==> src/rtl/tla_pkg.sv <==
// Shared types and width constants for the gate-window sequencer.
package tla_pkg;

    localparam int unsigned TOP0_0 = 3;
    localparam int unsigned LDD0_0 = 32;

    typedef enum logic [1:0] {
        ST_IDLE,
        ST_GATE,
        ST_GAP,
        ST_DONE
    } tla_state_e;

    typedef struct packed {
        logic              mode;
        logic [TOP0_0-1:0] wdis;
        logic [LDD0_0-1:0] plus;
    } tla_set_t;

endpackage

==> src/rtl/tla_gate_cnt.sv <==
// Loadable down-counter timing gate and gap phases; zero flags phase end.
module tla_gate_cnt
    import tla_pkg::*;
#(
    parameter int unsigned W = LDD0_0
) (
    input  logic         i_clk,
    input  logic         i_rst,
    input  logic         i_load,
    input  logic         i_dec,
    input  logic [W-1:0] i_val,
    output logic         o_zero
);

    logic [W-1:0] r_cnt;

    always_ff @(posedge i_clk or posedge i_rst) begin
        if (i_rst) begin
            r_cnt <= '0;
        end else if (i_load) begin
            r_cnt <= i_val;
        end else if (i_dec) begin
            r_cnt <= r_cnt - 1'b1;
        end
    end

    assign o_zero = (r_cnt == '0);

endmodule

==> src/rtl/tla_gate_seq.sv <==
// Gate-window sequencer: bursts of N gate windows of L cycles separated by
// L-cycle gaps, with close-abort and done/abort status pulses.
module tla_gate_seq #(
    parameter int unsigned TOP0_0 = tla_pkg::TOP0_0,
    parameter int unsigned LDD0_0 = tla_pkg::LDD0_0
) (
    input  logic              Ga_clk200,
    input  logic              Gc_rst,
    input  logic              Ga_cap_mode,
    input  logic [TOP0_0-1:0] Ga_cap_wdis,
    input  logic [LDD0_0-1:0] Ga_cap_plus,
    input  logic [TOP0_0-1:0] Ga_com_wdis,
    input  logic [LDD0_0-1:0] Ga_com_plus,
    input  logic              Ga_com_open,
    input  logic              Ga_com_close,
    output logic              Ga_gate,
    output logic              Ga_busy,
    output logic              Ga_done,
    output logic              Ga_abort,
    output logic [TOP0_0-1:0] Ga_wdis
);

    import tla_pkg::tla_state_e;
    import tla_pkg::tla_set_t;
    import tla_pkg::ST_IDLE;
    import tla_pkg::ST_GATE;
    import tla_pkg::ST_GAP;
    import tla_pkg::ST_DONE;

    tla_state_e        r_state;
    tla_state_e        w_next;
    tla_set_t          r_set;
    tla_set_t          w_in_set;
    logic [TOP0_0-1:0] r_idx;
    logic [TOP0_0-1:0] w_idx_next;
    logic              w_accept;
    logic              w_load;
    logic              w_dec;
    logic [LDD0_0-1:0] w_load_val;
    logic              w_zero;
    logic              r_gate;
    logic              r_busy;
    logic              r_done;
    logic              r_abort;

    assign w_in_set = Ga_cap_mode ? {1'b1, Ga_cap_wdis, Ga_cap_plus}
                                  : {1'b0, Ga_com_wdis, Ga_com_plus};
    // Close in IDLE drops a simultaneous open.
    assign w_accept = (r_state == ST_IDLE) && Ga_com_open && !Ga_com_close;

    tla_gate_cnt #(
        .W (LDD0_0)
    ) u_cnt (
        .i_clk  (Ga_clk200),
        .i_rst  (Gc_rst),
        .i_load (w_load),
        .i_dec  (w_dec),
        .i_val  (w_load_val),
        .o_zero (w_zero)
    );

    always_comb begin
        w_next     = r_state;
        w_load     = 1'b0;
        w_dec      = 1'b0;
        w_load_val = r_set.plus - 1'b1;
        w_idx_next = r_idx;
        case (r_state)
            ST_IDLE: begin
                if (w_accept) begin
                    if (w_in_set.plus == '0) begin
                        w_next = ST_DONE;
                    end else begin
                        w_load     = 1'b1;
                        w_load_val = w_in_set.plus - 1'b1;
                        w_idx_next = '0;
                        w_next     = ST_GATE;
                    end
                end
            end
            ST_GATE: begin
                if (Ga_com_close) begin
                    w_next = ST_IDLE;
                end else if (w_zero) begin
                    if (r_idx == r_set.wdis) begin
                        w_next = ST_DONE;
                    end else begin
                        w_load = 1'b1;
                        w_next = ST_GAP;
                    end
                end else begin
                    w_dec = 1'b1;
                end
            end
            ST_GAP: begin
                if (Ga_com_close) begin
                    w_next = ST_IDLE;
                end else if (w_zero) begin
                    w_idx_next = r_idx + 1'b1;
                    w_load     = 1'b1;
                    w_next     = ST_GATE;
                end else begin
                    w_dec = 1'b1;
                end
            end
            ST_DONE: begin
                w_next = ST_IDLE;
            end
            default: begin
                w_next = ST_IDLE;
            end
        endcase
    end

    always_ff @(posedge Ga_clk200 or posedge Gc_rst) begin
        if (Gc_rst) begin
            r_state <= ST_IDLE;
            r_set   <= '0;
            r_idx   <= '0;
            r_gate  <= 1'b0;
            r_busy  <= 1'b0;
            r_done  <= 1'b0;
            r_abort <= 1'b0;
        end else begin
            r_state <= w_next;
            r_idx   <= w_idx_next;
            if (w_accept) begin
                r_set <= w_in_set;
            end
            // Outputs registered from next state so they align with r_state.
            r_gate  <= (w_next == ST_GATE);
            r_busy  <= (w_next != ST_IDLE);
            r_done  <= (w_next == ST_DONE);
            r_abort <= Ga_com_close && (r_state != ST_IDLE);
        end
    end

    a_set_frozen : assert property (@(posedge Ga_clk200) disable iff (Gc_rst)
        (r_state != ST_IDLE) |=> $stable(r_set));

    assign Ga_gate  = r_gate;
    assign Ga_busy  = r_busy;
    assign Ga_done  = r_done;
    assign Ga_abort = r_abort;
    assign Ga_wdis  = r_idx;

endmodule

==> config.mk <==
export PLATFORM = sky130hd
export DESIGN_NAME = tla_gate_seq
export DESIGN_NICKNAME = d
export VERILOG_FILES = /design/src/rtl/tla_pkg.sv /design/src/rtl/tla_gate_cnt.sv /design/src/rtl/tla_gate_seq.sv
export SDC_FILE = /design/constraint.sdc
export NUM_CORES = 1
export LEC_CHECK = 0
export CAP_MARGIN = 10
export CORE_ASPECT_RATIO = 1.4
export CORE_MARGIN = 1.5
export CORE_UTILIZATION = 39
export CTS_CLUSTER_DIAMETER = 100
export DETAILED_ROUTE_END_ITERATION = 10
export GPL_ROUTABILITY_DRIVEN = 1
export GPL_TIMING_DRIVEN = 1
export SLEW_MARGIN = 10
export SYNTH_ARGS = -nofsm -noshare
export SYNTH_HDL_FRONTEND = slang
export SYNTH_SLANG_ARGS = --single-unit
==> constraint.sdc <==
create_clock -name Ga_clk200 -period 3.9 [get_ports Ga_clk200]
set_clock_uncertainty 0.1 [all_clocks]
set_input_delay 0.585 -clock Ga_clk200 [delete_from_list [all_inputs] [get_ports Ga_clk200]]
set_output_delay 0.585 -clock Ga_clk200 [all_outputs]
set_load 0.1 [all_outputs]
Word-level counts from Yosys, hierarchy flattened
Cells that the tools add are included.

Flip-flop bits (word level): 76. Input port bits: 75. Output and inout port bits: 7. Logic and storage cells: 66.

$add $sub $neg: 4. Eq/ne operators: 10. Mux-type cells: 30. Reductions and logical operators: 13.

Operator list (count): 32-bit two-way mux (5); 32-bit by 1-bit subtractor with 32-bit output (second input constant) (3); 32-bit logical NOT (2); 35-bit two-way mux (1); 2-bit two-way mux (6); 3-bit two-way mux (4); 1-bit two-way mux (11); 2-bit one-hot mux with 4 select lines (1); 2-bit nonzero test (4); 2-bit equality test (second input constant) (3); 2-bit != test (second input constant) (3); 3-bit one-hot mux with 2 select lines (1); 5-bit AND reduction (1); 2-bit by 1-bit equality test with 1-bit output (second input constant) (2); 3-bit by 1-bit adder with 3-bit output (second input constant) (1); 3-bit equality test (1); 1-bit logical AND (3); 1-bit one-hot mux with 3 select lines (1); 2-bit logical NOT (1); 2-bit by 1-bit != test with 1-bit output (second input constant) (1); 2-bit OR reduction (1); 1-bit logical NOT (1).

Logic depth before layout (Yosys ltp)
Gate-level depths: netlist of the first run.

Word-level depth: 6. Depth in mapped cells: 16. Gate-level depth less buffers: 10.

Cells and area by module
Synthesis of the first run repeated with hierarchy kept, for this count alone.

Cells, all modules: 703. Area, all modules: 5916.9 um^2.

By module, submodules not included: tla_gate_seq (times used 1, cells each 492, area an instance 3998.8 um^2, seq. area each 1101.1 um^2); tla_gate_cnt (times used 1, cells each 211, area an instance 1918.1 um^2, seq. area each 800.8 um^2).

Worst setup path after synthesis of the first run
Ideal clock, no wire load.

Path kind: input port to flip-flop. From: input Ga_cap_mode. To: register u_cnt.r_cnt[14]. Library setup time: 127 ps. Data arrival time: 4796 ps. Required time: 3673 ps. Slack: -1123 ps. Cell stages on the path: 16. Buffers on the path: 7. Cell sequence: clkbuf_1 > clkbuf_1 > clkbuf_1 > buf_1 > clkbuf_1 > mux2i_1 > ha_1 > or4b_2 > nor3_1 > o2111ai_1 > o21ai_0 > buf_2 > buf_1 > nor2_1 > a211oi_1 > a21oi_1.

Word-level cells in the longest chain between the ends: 6. Elaborated cells between the ends (all ways): 11. Classes of those cells: 1 x add/sub; 8 x mux; 2 x reduce/logical.

Ends and longest elaborated chain: from (decl) (line tla_gate_seq.sv:9) `input logic Ga_cap_mode,`; 35-bit two-way mux (*) (line tla_gate_seq.sv:46) `assign w_in_set = Ga_cap_mode ? {1'b1, Ga_cap_wdis, Ga_cap_plus}`; 32-bit by 1-bit subtractor with 32-bit output or 32-bit logical NOT (tied branches) (line tla_gate_seq.sv:75, tla_gate_seq.sv:71); 32-bit two-way mux or 1-bit two-way mux (tied branches) (line tla_gate_seq.sv:71) `if (w_in_set.plus == '0) begin`; 32-bit two-way mux or 1-bit two-way mux (tied branches) (line tla_gate_seq.sv:70) `if (w_accept) begin`; 32-bit two-way mux or 1-bit one-hot mux with 3 select lines (tied branches) (line tla_gate_seq.sv:68) `case (r_state)`; 32-bit two-way mux or 2-bit nonzero test (tied branches); to (signal assigned) (line tla_gate_cnt.sv:21) `r_cnt <= i_val;`; to (signal assigned) (line tla_gate_cnt.sv:23) `r_cnt <= r_cnt - 1'b1;`; to (decl) (line tla_gate_cnt.sv:15) `logic [W-1:0] r_cnt;`.

Every way passes the cells marked *; elsewhere a longest branch is shown, timed or not. A chain may end at the register's enable or synchronous reset.

Worst setup path after layout of the first run
From: register u_cnt.r_cnt[0]. To: register u_cnt.r_cnt[29].

Word-level cells in the longest chain between the ends: 5. Elaborated cells between the ends (all ways): 13. Classes of those cells: 1 x add/sub; 10 x mux; 2 x reduce/logical.

Ends and longest elaborated chain: parallel branches: the longest is 5 deep, another holds 32-bit by 1-bit subtractor with 32-bit output.

Several ways; the timed one is not identified. The select of a mux whose other input is x is not followed.

==> reports/results.env, run 1 <==
TRITONCTS_CLOCK_TREE='done'
FINALCOREUTILIZATION=0.498
CHIPWIDTH_UM=106
FINALCRITPERIODSHARE=0.921
CORE_AREA_SQ_UM=14500
DIE-AREA_SQ_UM=15600
CTS-ROOT-BUF='sky130_fd_sc_hd__clkbuf_16'
POST_CTS_SETUP_BUFFER_COUNT=0
MAX-CAP-VIOLATIONS=0
CRITICAL_PATH_REQUIRED_NS=4.03
NETLIST.AREA_LEADER.SHARE=0.329
MAPPEDNETLISTNETS=771
FLOORPLAN.INITIALDENSITY=0.399
CLK_LATENCY_NS=0.34
STD_CELL_ROWS=52
DESIGN.FINAL.NETS=848
SETUP_WS_NS=0.308
HOLD_VIOLATIONS=0
ANTENNA_CELLS=0
SYNTH_TOP_AREA_CELL='sky130_fd_sc_hd__dfrtp_1'
STATIC-LEAKAGE-POWER_nW=2.81
FINAL_CELL_MIX='80 x sky130_fd_sc_hd__clkdlybuf4s50_1, 76 x sky130_fd_sc_hd__dfrtp_1, 73 x sky130_fd_sc_hd__nand2_1'
CTS-ROOT-TO-SINK-BUFFERS=2
POST_SYNTH_MAIN_AREA_CONTRIBUTORS='sky130_fd_sc_hd__dfrtp_1 33%, sky130_fd_sc_hd__mux2i_1 7.3%, sky130_fd_sc_hd__xnor2_1 7.3%, sky130_fd_sc_hd__xor2_1 5.8%, sky130_fd_sc_hd__nand2_1 4.7%'
CRIT_PATH_START_KIND='register'
HTREE_LEVELS=3
RSZ0062_AT_GRT='no'
STATUS='complete, no violations'
HOLD_PATH.CLASS='reg -> reg'
CTS_RESIZED=0
PLACEMENT.SETUP.WORST_SLACK_NS=0.188
CTS_HOLD_REPAIR.BUFFERS=0
CRITICAL_PATH_PEAK_FANOUT=49
SHARE_OF_FLIP_FLOPS_WITH_AN_ASYNCHRONOUS_SET_OR_RESET_AFTER_SYNTHESIS=1.00
ROUTED_LEN_INST_UM=17.2
SYNTH_CELL_TYPE_COUNT=56
TIMING_WORST_SLEW_PIN_VALUE_NS=0.979
POST-ROUTE-DRC-COUNT=0
GP_CONGESTION=0.897
PLACE.PORT_BUFFERS=81
SETUP_CRIT_END_KIND='register'
GRT_USAGE=0.218
CTS_CLK_PIN_SLEW_WORST_PATHS_NS=0.06
DRIVE_ABOVE_1_SHARE=0.0832
DRV_SLEW=0
COUNT_OF_FLIP_FLOPS_WITH_A_BUILT_IN_ENABLE_AFTER_SYNTHESIS=0
FINAL.FILL_COUNT=1387
REPORT.FINAL.SETUP_VIOL=0
FINAL_PERIOD_MINUS_WORST_SETUP_SLACK_NS=3.59
FMAXACHIEVABLE_MHz=278
POWERDENSITY_nW_PER_UM2=539
DETAILROUTE.VIA_COUNT=5389
POST_LAYOUT_NONFILLER_INSTANCES=958
GRT_START_MAX_NET_PINS=77
GRT.OVERFLOW.TOTAL=0
POST_SYN_AREA_SQ_UM=5790
AREA.GROWTH.SYNTH_TO_FINAL_PCT=24.9
DRTITER0DRC=363
REMAINING_ANTENNA_VIOLATION_COUNT_AFTER_ROUTING=0
LAYOUT_COMMONEST_CELL='sky130_fd_sc_hd__clkdlybuf4s50_1'
DETAIL_ROUTE.VIAS_PER_CELL=5.63
POSTSYNTHREGISTERBITS=76
HEADROOM_TO_THE_MAX_SLEW_LIMIT=0.345
WIRELENGTH_UM=16400
CTS_BUFFERS=9
POSTSYNTH.TOPFLOPCELL='sky130_fd_sc_hd__dfrtp_1'
SETUP_TNS_NS=0
DESIGN.PORTCOUNT=82
DETAILED_ROUTING_ITERATION_COUNT_FOR_THE_PRE_ANTENNA_REPAIR_PASS=4
CELL_AREA_AFTER_PLACEMENT_SQ_UM=6910
POST-ROUTE-CELL-AREA_SQ_UM=7230
POST-LAYOUT-TOTAL-POWER_mW=3.90
KIND_OF_CRITICAL_PATH='reg -> reg'
FIRST_GLOBAL_VIAS=5283
PEAKVDDDROP_uV=212
SYNTHESIS.YOSYS.WARNINGS=0
NUMBER_OF_ANTENNA_VIOLATIONS_AT_THE_FIRST_CHECK_IN_GLOBAL_ROUTING=0
SEQ_AREA_FRAC_SYNTH=0.329
WHS_NS=0.419
POST_PLACEMENT_CELL_COUNT=942
NUMCLOCKSINKS=76
GRT_FIRST_PASS_WIRELENGTH_UM=27000
SYN-INSTANCE-COUNT=687
PLACE_HPWL_UM=12600
DIE_HEIGHT_UM=147
WORST_EP_ARRIVAL_TIME_NS=3.72
SYN_AVG_CELL_AREA_SQ_UM=8.43
## cells by family after synthesis
group / share of synthesized area
AND/OR/NAND/NOR: 0.257
AO/OA/AOI/OAI: 0.157
XOR/XNOR: 0.130
flip-flops: 0.329
buffers and inverters: 0.0335
multiplexers: 0.0746
adder cells (fa/ha/maj): 0.0195
## path summary, 6_finish.rpt
kind,from,endpoint,slack (ns),cells past startpoint
worst max-delay path,u_cnt.r_cnt[0]$_DFFE_PP0P_,u_cnt.r_cnt[29]$_DFFE_PP0P_,0.31,10
worst min-delay path,u_cnt.r_cnt[29]$_DFFE_PP0P_,u_cnt.r_cnt[29]$_DFFE_PP0P_,0.42,1
worst max register to register,u_cnt.r_cnt[0]$_DFFE_PP0P_,u_cnt.r_cnt[29]$_DFFE_PP0P_,0.31,10
worst min register to register,u_cnt.r_cnt[29]$_DFFE_PP0P_,u_cnt.r_cnt[29]$_DFFE_PP0P_,0.42,1
max in group asynchronous,Gc_rst,u_cnt.r_cnt[1]$_DFFE_PP0P_,2.80,3
min in group asynchronous,Gc_rst,r_set[16]$_DFFE_PP0P_,0.56,3
## layer usage
layer  vias up  share of wire  track usage
li1       2654              -            -
met1      2575           0.46        0.292
met2       138           0.49        0.368
met3        22          0.033       0.0217
met4         0          0.018       0.0689
met5         -              0            0
## worst max-delay path, cell delays in order, from the launching register on
cell and delay [ns]:
sky130_fd_sc_hd__dfrtp_1 0.39, sky130_fd_sc_hd__inv_1 0.10, sky130_fd_sc_hd__ha_1 0.20, sky130_fd_sc_hd__or4b_1 0.43
sky130_fd_sc_hd__or4_1 0.42, sky130_fd_sc_hd__or4_1 0.46, sky130_fd_sc_hd__or4_4 0.54, sky130_fd_sc_hd__o21a_2 0.17
sky130_fd_sc_hd__buf_12 0.18, sky130_fd_sc_hd__nor2b_1 0.16, sky130_fd_sc_hd__a2111oi_2 0.34
## cell type report
class / instances / area, sq um / area share
clock buffer: 10 / 229 / 0.0317
inverter: 12 / 45.0 / 0.00623
clock inverter: 6 / 88.8 / 0.0123
multi-input combinational: 563 / 3700 / 0.512
sequential: 76 / 1900 / 0.263
tap: 189 / 236 / 0.0327
timing repair buffer: 102 / 1030 / 0.142
## synthesized netlist by cell type (all sizes together), types with 5 or more instances
library cell,number
a211oi,22
a21oi,36
buf,11
clkbuf,25
dfrtp,76
ha,9
inv,12
mux2i,42
nand2,73
nand3,11
nand4,8
nor2,53
nor2b,5
nor3,32
nor4,17
o21ai,53
or2,5
or3,24
or3b,5
or4,21
or4b,7
xnor2,48
xor2,38
## sequential cells by signal, summed over array words and instances (netlist names)
| signal | count |
|---|---|
| Ga_done | 1 |
| r_set | 35 |
| Ga_wdis | 3 |
| Ga_busy | 1 |
| r_state | 2 |
| Ga_abort | 1 |
| u_cnt.r_cnt | 32 |
| Ga_gate | 1 |
## report_power, final
group	leakage [nW]	switching, mW	internal (mW)
combinational	1.74	0.786	0.663
clock	0.149	0.340	0.561
sequential	0.924	0.406	1.14
No activity file was read; power rests on OpenSTA's default activity.
==> run 2: changes to the inputs <==
Settings changed: HOLD_SLACK_MARGIN from default to 0.12, SETUP_SLACK_MARGIN from default to 0.2.
Clock period 3.9 ns to 4.4 ns, I/O delays scaled along.
==> reports/results.env, run 2 (synthesized netlist as in run 1, its figures left out) <==
STATUS='complete, no violations'
COMBINATIONALPOWERSHARE=0.368  # -0.004
POST-LAYOUT-TOTAL-POWER_mW=3.40  # -13%
SETUP_CRIT_END_KIND='register'
POST_PLACEMENT_CELL_COUNT=937  # -0.53%
CHIPWIDTH_UM=106  # unchanged
HOLD_PATH.CLASS='reg -> reg'
TIMING.CRITICAL_PATH.CELLS='inv_1, ha_1, or4b_1, or4_1, or4_1, or4_4, o21a_2, buf_4, a211oi_1, a21oi_1'
WORSTHOLDENDPOINT='u_cnt.r_cnt[29]$_DFFE_PP0P_'
WORST_R2R_ENDPOINT='u_cnt.r_cnt[4]$_DFFE_PP0P_'
REPORT.FINAL.SETUP_VIOL=0  # unchanged
CTS_RESIZED=0  # unchanged
WORST_EP_ARRIVAL_TIME_NS=3.83  # +0.11 ns
GRT_USAGE=0.215  # -0.00287
POST_LAYOUT_NONFILLER_INSTANCES=953  # -0.52%
DRIVE_ABOVE_1_SHARE=0.0772  # -0.00600
POWERDENSITY_nW_PER_UM2=476  # -12%
LARGEST_REG_FLOPS=35  # unchanged
RSZ0062_AT_GRT='no'
DESIGN.PORTCOUNT=82  # unchanged
FMAXACHIEVABLE_MHz=268  # -3.8%
POST_CTS_SETUP_BUFFER_COUNT=0  # unchanged
DETAIL_ROUTE.VIAS_PER_CELL=5.52  # -1.9%
TIMING_WORST_SLEW_PIN_VALUE_NS=0.991  # +0.0124 ns
CRITICAL_PATH_REQUIRED_NS=4.50  # +0.47 ns
CORE_AREA_SQ_UM=14500  # unchanged
WORSTHOLDPATHCELLS=1  # unchanged
CLKPWRFRAC=0.231  # about the same
SETUP_TNS_NS=0  # unchanged
GP_CONGESTION=0.949  # +5.7%
CLK_LATENCY_NS=0.34  # about the same
HTREE_LEVELS=3  # unchanged
CTS_HOLD_REPAIR.BUFFERS=0  # unchanged
ANTENNA_CELLS=0  # unchanged
CTS_CLK_PIN_SLEW_WORST_PATHS_NS=0.06  # about the same
GRT_FIRST_PASS_WIRELENGTH_UM=26800  # -1.0%
SETUP_WS_NS=0.667  # +0.360 ns
PLACE.PORT_BUFFERS=81  # unchanged
KIND_OF_CRITICAL_PATH='reg -> reg'
HEADROOM_TO_THE_MAX_SLEW_LIMIT=0.339  # -0.00622
CTS_BUFFERS=9  # unchanged
DRV_SLEW=0  # unchanged
GRT.OVERFLOW.TOTAL=0  # unchanged
AREA.GROWTH.SYNTH_TO_FINAL_PCT=23.3
ROUTED_LEN_INST_UM=16.8  # -2.2%
FIRST_GLOBAL_VIAS=5220  # -1.2%
TRITONCTS_CLOCK_TREE='done'
NETSWITCHINGFRACTION=0.389  # -0.00401
CTS-ROOT-BUF='sky130_fd_sc_hd__clkbuf_16'
CTS-ROOT-TO-SINK-BUFFERS=2  # unchanged
DIE_HEIGHT_UM=147  # unchanged
NUMBER_OF_ANTENNA_VIOLATIONS_AT_THE_FIRST_CHECK_IN_GLOBAL_ROUTING=0  # unchanged
CRIT_PATH_START_KIND='register'
DRTITER0DRC=310  # -15%
NUMCLOCKSINKS=76  # unchanged
PEAKVDDDROP_uV=211  # -0.52%
REMAINING_ANTENNA_VIOLATION_COUNT_AFTER_ROUTING=0  # unchanged
POWER.INTERNAL_mW=2.08  # -12%
FLOORPLAN.INITIALDENSITY=0.399  # unchanged
PLACE_HPWL_UM=12600  # -0.38%
FINALCRITPERIODSHARE=0.848  # -0.0728
DESIGN.FINAL.NETS=843  # -0.59%
TIMING.CRITICAL_PATH.SLOWEST_STAGE_CELL='sky130_fd_sc_hd__or4_4'
POWER_SHARE_OF_THE_SEQUENTIAL_GROUP=0.401  # +0.004
CRITICAL_PATH_PEAK_FANOUT=14  # -71%
BIGGEST_REGISTER='r_set'
STATIC-LEAKAGE-POWER_nW=2.78  # -1.3%
FF2FF_SETUP_SLACK_NS=0.67  # +0.36 ns
POWER.SWITCHING_mW=1.32  # -14%
STD_CELL_ROWS=52  # unchanged
DIE-AREA_SQ_UM=15600  # unchanged
FINAL.FILL_COUNT=1393  # +0.43%
DETAILED_ROUTING_ITERATION_COUNT_FOR_THE_PRE_ANTENNA_REPAIR_PASS=5  # +1
GRT_START_MAX_NET_PINS=77  # unchanged
FINAL_CELL_MIX='80 x sky130_fd_sc_hd__clkdlybuf4s50_1, 76 x sky130_fd_sc_hd__dfrtp_1, 73 x sky130_fd_sc_hd__nand2_1'
PLACEMENT.SETUP.WORST_SLACK_NS=0.452  # +0.264 ns
TIMING.RR.START='u_cnt.r_cnt[0]$_DFFE_PP0P_'
MAX-CAP-VIOLATIONS=0  # unchanged
DETAILROUTE.VIA_COUNT=5260  # -2.4%
HOLD_VIOLATIONS=0  # unchanged
WIRELENGTH_UM=16000  # -2.7%
TIMING.CRITICAL_PATH.SLOWEST_CELL_DELAY_NS=0.56  # +0.02 ns
POST-ROUTE-DRC-COUNT=0  # unchanged
MIN_FROM='u_cnt.r_cnt[29]$_DFFE_PP0P_'
LAYOUT_COMMONEST_CELL='sky130_fd_sc_hd__clkdlybuf4s50_1'
FINAL_PERIOD_MINUS_WORST_SETUP_SLACK_NS=3.73  # +0.140 ns
FINALCOREUTILIZATION=0.492  # -0.00638
WORST-R2R-CELL-COUNT=10  # unchanged
WORST_PATH_MOST_REPEATED_CELL='sky130_fd_sc_hd__or4_1'
[run 2: cell types whose count changed in the layout (fill, tap and decap cells not counted), sizes merged]
cell and delta:
clkinv +2, clkinvlp -1, clkbuf -1, buf -5
[run 2: layout make-up]
class / count / area [sq um] / area share
clock buffer: 9 / 225 / 0.0316
clock inverter: 7 / 91.3 / 0.0128
inverter: 12 / 45.0 / 0.00631
multi-input combinational: 563 / 3700 / 0.518
sequential: 76 / 1900 / 0.267
tap: 189 / 236 / 0.0331
timing repair buffer: 97 / 938 / 0.132
[run 2: power by group through the flow]
stage                     combinational, mW  clock [mW]  sequential (mW)
final                                  1.25       0.786             1.36
after floorplan                       0.876           0             1.35
after global placement                 1.22           0             1.34
after detailed placement               1.25           0             1.37
after CTS                              1.26       0.805             1.35
after global routing                   1.41       0.844             1.41
[run 2: critical path, delay by kind of cell, from the launching register on]
kind	cells	cell delay, ns
AOI/OAI and AO/OA	3	0.66
DFF	1	0.39
buffers and inverters	2	0.29
adders and majority gates	1	0.21
and+or+nand+nor	4	1.93
[run 2: worst max path at each step]
stage,startpoint,to,slack (ns),cells after the start
6_report,u_cnt.r_cnt[0]$_DFFE_PP0P_,u_cnt.r_cnt[4]$_DFFE_PP0P_,0.67,10
3_3_place_gp,Ga_cap_plus[20],u_cnt.r_cnt[14]$_DFFE_PP0P_,0.58,10
5_1_grt,Ga_cap_mode,u_cnt.r_cnt[5]$_DFFE_PP0P_,0.51,11
4_1_cts,u_cnt.r_cnt[0]$_DFFE_PP0P_,u_cnt.r_cnt[29]$_DFFE_PP0P_,0.67,10
2_1_floorplan,Ga_cap_mode,u_cnt.r_cnt[3]$_DFFE_PP0P_,0.30,15
3_5_place_dp,Ga_cap_mode,u_cnt.r_cnt[13]$_DFFE_PP0P_,0.45,11
[run 2: routing by layer]
layer | global-route usage | share of wire
met1 | 0.294 | 0.47
met2 | 0.352 | 0.48
met3 | 0.0257 | 0.031
met4 | 0.0689 | 0.018
met5 | 0 | 0
[run 2: metrics by stage]
stage	area, sq um	hold slack (ns)
after global routing	7130	0.453
after floorplan	5810	0.364
after detailed placement	6820	0.403
after global placement	6820	0.387
final	7130	0.412
after CTS	7130	0.414
==> run 3: changes to the inputs <==
Clock period 4.4 ns to 3.8 ns, I/O delays scaled along.
==> reports/results.env, run 3 (synthesized netlist as in run 1, its figures left out) <==
CRIT_PATH_START_KIND='input pin'
SETUP_WS_NS=0.275  # -0.392 ns
BIGGEST_REGISTER='r_set'
POST_LAYOUT_NONFILLER_INSTANCES=965  # +1.3%
HEADROOM_TO_THE_MAX_SLEW_LIMIT=0.346  # +0.00675
WIRELENGTH_UM=16700  # +4.6%
END_POINT_OF_THE_CRITICAL_PATH='u_cnt.r_cnt[21]$_DFFE_PP0P_'
POWERDENSITY_nW_PER_UM2=555  # +17%
STD_CELL_ROWS=52  # unchanged
WORST_R2R_ENDPOINT='u_cnt.r_cnt[29]$_DFFE_PP0P_'
CRITICAL_PATH.TOP_DELAY_FAMILY='compound AO/OA/AOI/OAI gates'
GRT.OVERFLOW.TOTAL=0  # unchanged
DETAIL_ROUTE.VIAS_PER_CELL=5.56  # +0.71%
CRITICAL_PATH_PEAK_FANOUT=15  # +1
DRIVE_ABOVE_1_SHARE=0.0966  # +0.0194
WORST_EP_ARRIVAL_TIME_NS=3.60  # -0.23 ns
LAYOUT_COMMONEST_CELL='sky130_fd_sc_hd__clkdlybuf4s50_1'
FMAXACHIEVABLE_MHz=284
DETAILROUTE.VIA_COUNT=5364  # +2.0%
DESIGN.FINAL.NETS=855  # +1.4%
WHS_NS=0.410  # -0.00139 ns
HOLD_VIOLATIONS=0  # unchanged
NUMCLOCKSINKS=76  # unchanged
GP_CONGESTION=0.887  # -6.5%
WORSTHOLDPATHCELLS=2  # +1
MAX-CAP-VIOLATIONS=0  # unchanged
DIE-AREA_SQ_UM=15600  # unchanged
HTREE_LEVELS=3  # unchanged
CRITICAL_PATH_REQUIRED_NS=3.87  # -0.63 ns
AREA.GROWTH.SYNTH_TO_FINAL_PCT=26.6
GRT_START_MAX_NET_PINS=59  # -23%
POST-LAYOUT-TOTAL-POWER_mW=4.07  # +20%
ROUTED_LEN_INST_UM=17.3  # +3.3%
SETUP_TNS_NS=0  # unchanged
NUMBER_OF_ANTENNA_VIOLATIONS_AT_THE_FIRST_CHECK_IN_GLOBAL_ROUTING=0  # unchanged
PLACEMENT.SETUP.WORST_SLACK_NS=0.0129  # -0.439 ns
CTS-ROOT-BUF='sky130_fd_sc_hd__clkbuf_16'
PEAKVDDDROP_uV=266  # +26%
PLACE_HPWL_UM=13100  # +4.2%
FF2FF_SETUP_SLACK_NS=0.39  # -0.28 ns
GRT_FIRST_PASS_WIRELENGTH_UM=27200  # +1.6%
TIMING.RR.START='u_cnt.r_cnt[0]$_DFFE_PP0P_'
TIMING.CRITICAL_PATH.CELLS='clkdlybuf4s50_1, or4b_2, a222oi_1, buf_4, nand4b_1, xor2_1, nor2_1, a2111oi_0, a211oi_2'
KIND_OF_CRITICAL_PATH='in -> reg'
STATIC-LEAKAGE-POWER_nW=2.86  # +3.0%
POST_PLACEMENT_CELL_COUNT=945  # +0.85%
FINALCRITPERIODSHARE=0.928
CHIPWIDTH_UM=106  # unchanged
DIE_HEIGHT_UM=147  # unchanged
TIMING_WORST_SLEW_PIN_VALUE_NS=0.978  # -0.0132 ns
TIMING.CRITICAL_PATH.SLOWEST_STAGE_CELL='sky130_fd_sc_hd__a2111oi_0'
WORST_SETUP_PATH_STARTPOINT='Ga_cap_plus[2]'
CRIT_BUF_INV=2  # unchanged
DRTITER0DRC=262  # -15%
REMAINING_ANTENNA_VIOLATION_COUNT_AFTER_ROUTING=0  # unchanged
DETAILED_ROUTING_ITERATION_COUNT_FOR_THE_PRE_ANTENNA_REPAIR_PASS=7  # +2
FINAL.FILL_COUNT=1383  # -0.72%
CTS-ROOT-TO-SINK-BUFFERS=2  # unchanged
SETUP_CRIT_END_KIND='register'
FLOORPLAN.INITIALDENSITY=0.399  # unchanged
DRV_SLEW=0  # unchanged
TIMING.CRITICAL_PATH.SLOWEST_CELL_DELAY_NS=0.77  # +0.21 ns
RSZ0062_AT_GRT='no'
LARGEST_REG_FLOPS=35  # unchanged
DESIGN.PORTCOUNT=82  # unchanged
CTS_CLK_PIN_SLEW_WORST_PATHS_NS=0.06  # about the same
FIRST_GLOBAL_VIAS=5428  # +4.0%
HOLD_PATH.CLASS='reg -> reg'
FINAL_CELL_MIX='80 x sky130_fd_sc_hd__clkdlybuf4s50_1, 76 x sky130_fd_sc_hd__dfrtp_1, 73 x sky130_fd_sc_hd__nand2_1'
REPORT.FINAL.SETUP_VIOL=0  # unchanged
CORE_AREA_SQ_UM=14500  # unchanged
FINAL_PERIOD_MINUS_WORST_SETUP_SLACK_NS=3.53
STATUS='complete, no violations'
CTS_BUFFERS=9  # unchanged
GRT_USAGE=0.221  # +0.00633
WORST-R2R-CELL-COUNT=9  # -1
ANTENNA_CELLS=0  # unchanged
TRITONCTS_CLOCK_TREE='done'
CTS_HOLD_REPAIR.BUFFERS=0  # unchanged
CLK_LATENCY_NS=0.34  # about the same
POST-ROUTE-DRC-COUNT=0  # unchanged
PATH_DEPTH=9  # -1
PLACE.PORT_BUFFERS=81  # unchanged
## run 3: how the worst min path moves through the flow
stage	to	start	slack (ns)
after floorplan	r_set[31]$_DFFE_PP0P_	r_set[31]$_DFFE_PP0P_	0.36
after CTS	r_set[31]$_DFFE_PP0P_	r_set[31]$_DFFE_PP0P_	0.41
after global placement	r_set[31]$_DFFE_PP0P_	r_set[31]$_DFFE_PP0P_	0.39
final	r_set[33]$_DFFE_PP0P_	r_set[33]$_DFFE_PP0P_	0.41
after global routing	r_set[33]$_DFFE_PP0P_	r_set[33]$_DFFE_PP0P_	0.44
after detailed placement	r_set[31]$_DFFE_PP0P_	r_set[31]$_DFFE_PP0P_	0.40
## run 3: worst register-to-register path: stages, from the launching register on
cell and delay [ns]:
sky130_fd_sc_hd__dfrtp_1 0.40, sky130_fd_sc_hd__inv_1 0.10, sky130_fd_sc_hd__ha_1 0.19, sky130_fd_sc_hd__or4b_1 0.44, sky130_fd_sc_hd__or4_1 0.45, sky130_fd_sc_hd__or4_1 0.44, sky130_fd_sc_hd__or4_4 0.49, sky130_fd_sc_hd__o21a_4 0.20
sky130_fd_sc_hd__and3b_1 0.21, sky130_fd_sc_hd__a2111oi_2 0.29
## run 3: what timing repair did
| action | 4_1_cts | 5_1_grt |
|---|---|---|
| buffers inserted | 0 | 3 |
| pin swaps | 0 | 2 |
| gates cloned | 0 | 1 |
| setup endpoints to repair | 1 | 10 |
| gates resized for setup | 1 | 1 |
## run 3: report_power, final
group	switching, mW	internal (mW)
Clock	0.348	0.643
Sequential	0.404	1.17
Combinational	0.807	0.696
Total	1.56	2.51
## run 3: area by class of cell
type	instances	area, sq um	share of cell area
Sequential cell	76	1900	0.259
Clock inverter	6	111	0.0152
Clock buffer	10	229	0.0312
Timing Repair Buffer	108	1060	0.145
Multi-Input combinational cell	564	3740	0.511
Tap cell	189	236	0.0323
Inverter	12	45.0	0.00615
## run 3: per-stage QoR
step | area, sq um | utilization
floorplan | 5930 | -
global placement | 6950 | 0.479
detailed placement | 6950 | 0.479
CTS | 7290 | 0.503
global route | 7330 | 0.505
finish | 7330 | 0.505
## run 3: layer usage
metal	global-route usage	part of all wire
met1	0.276	0.43
met2	0.388	0.51
met3	0.0240	0.034
met4	0.0872	0.027
met5	0	0
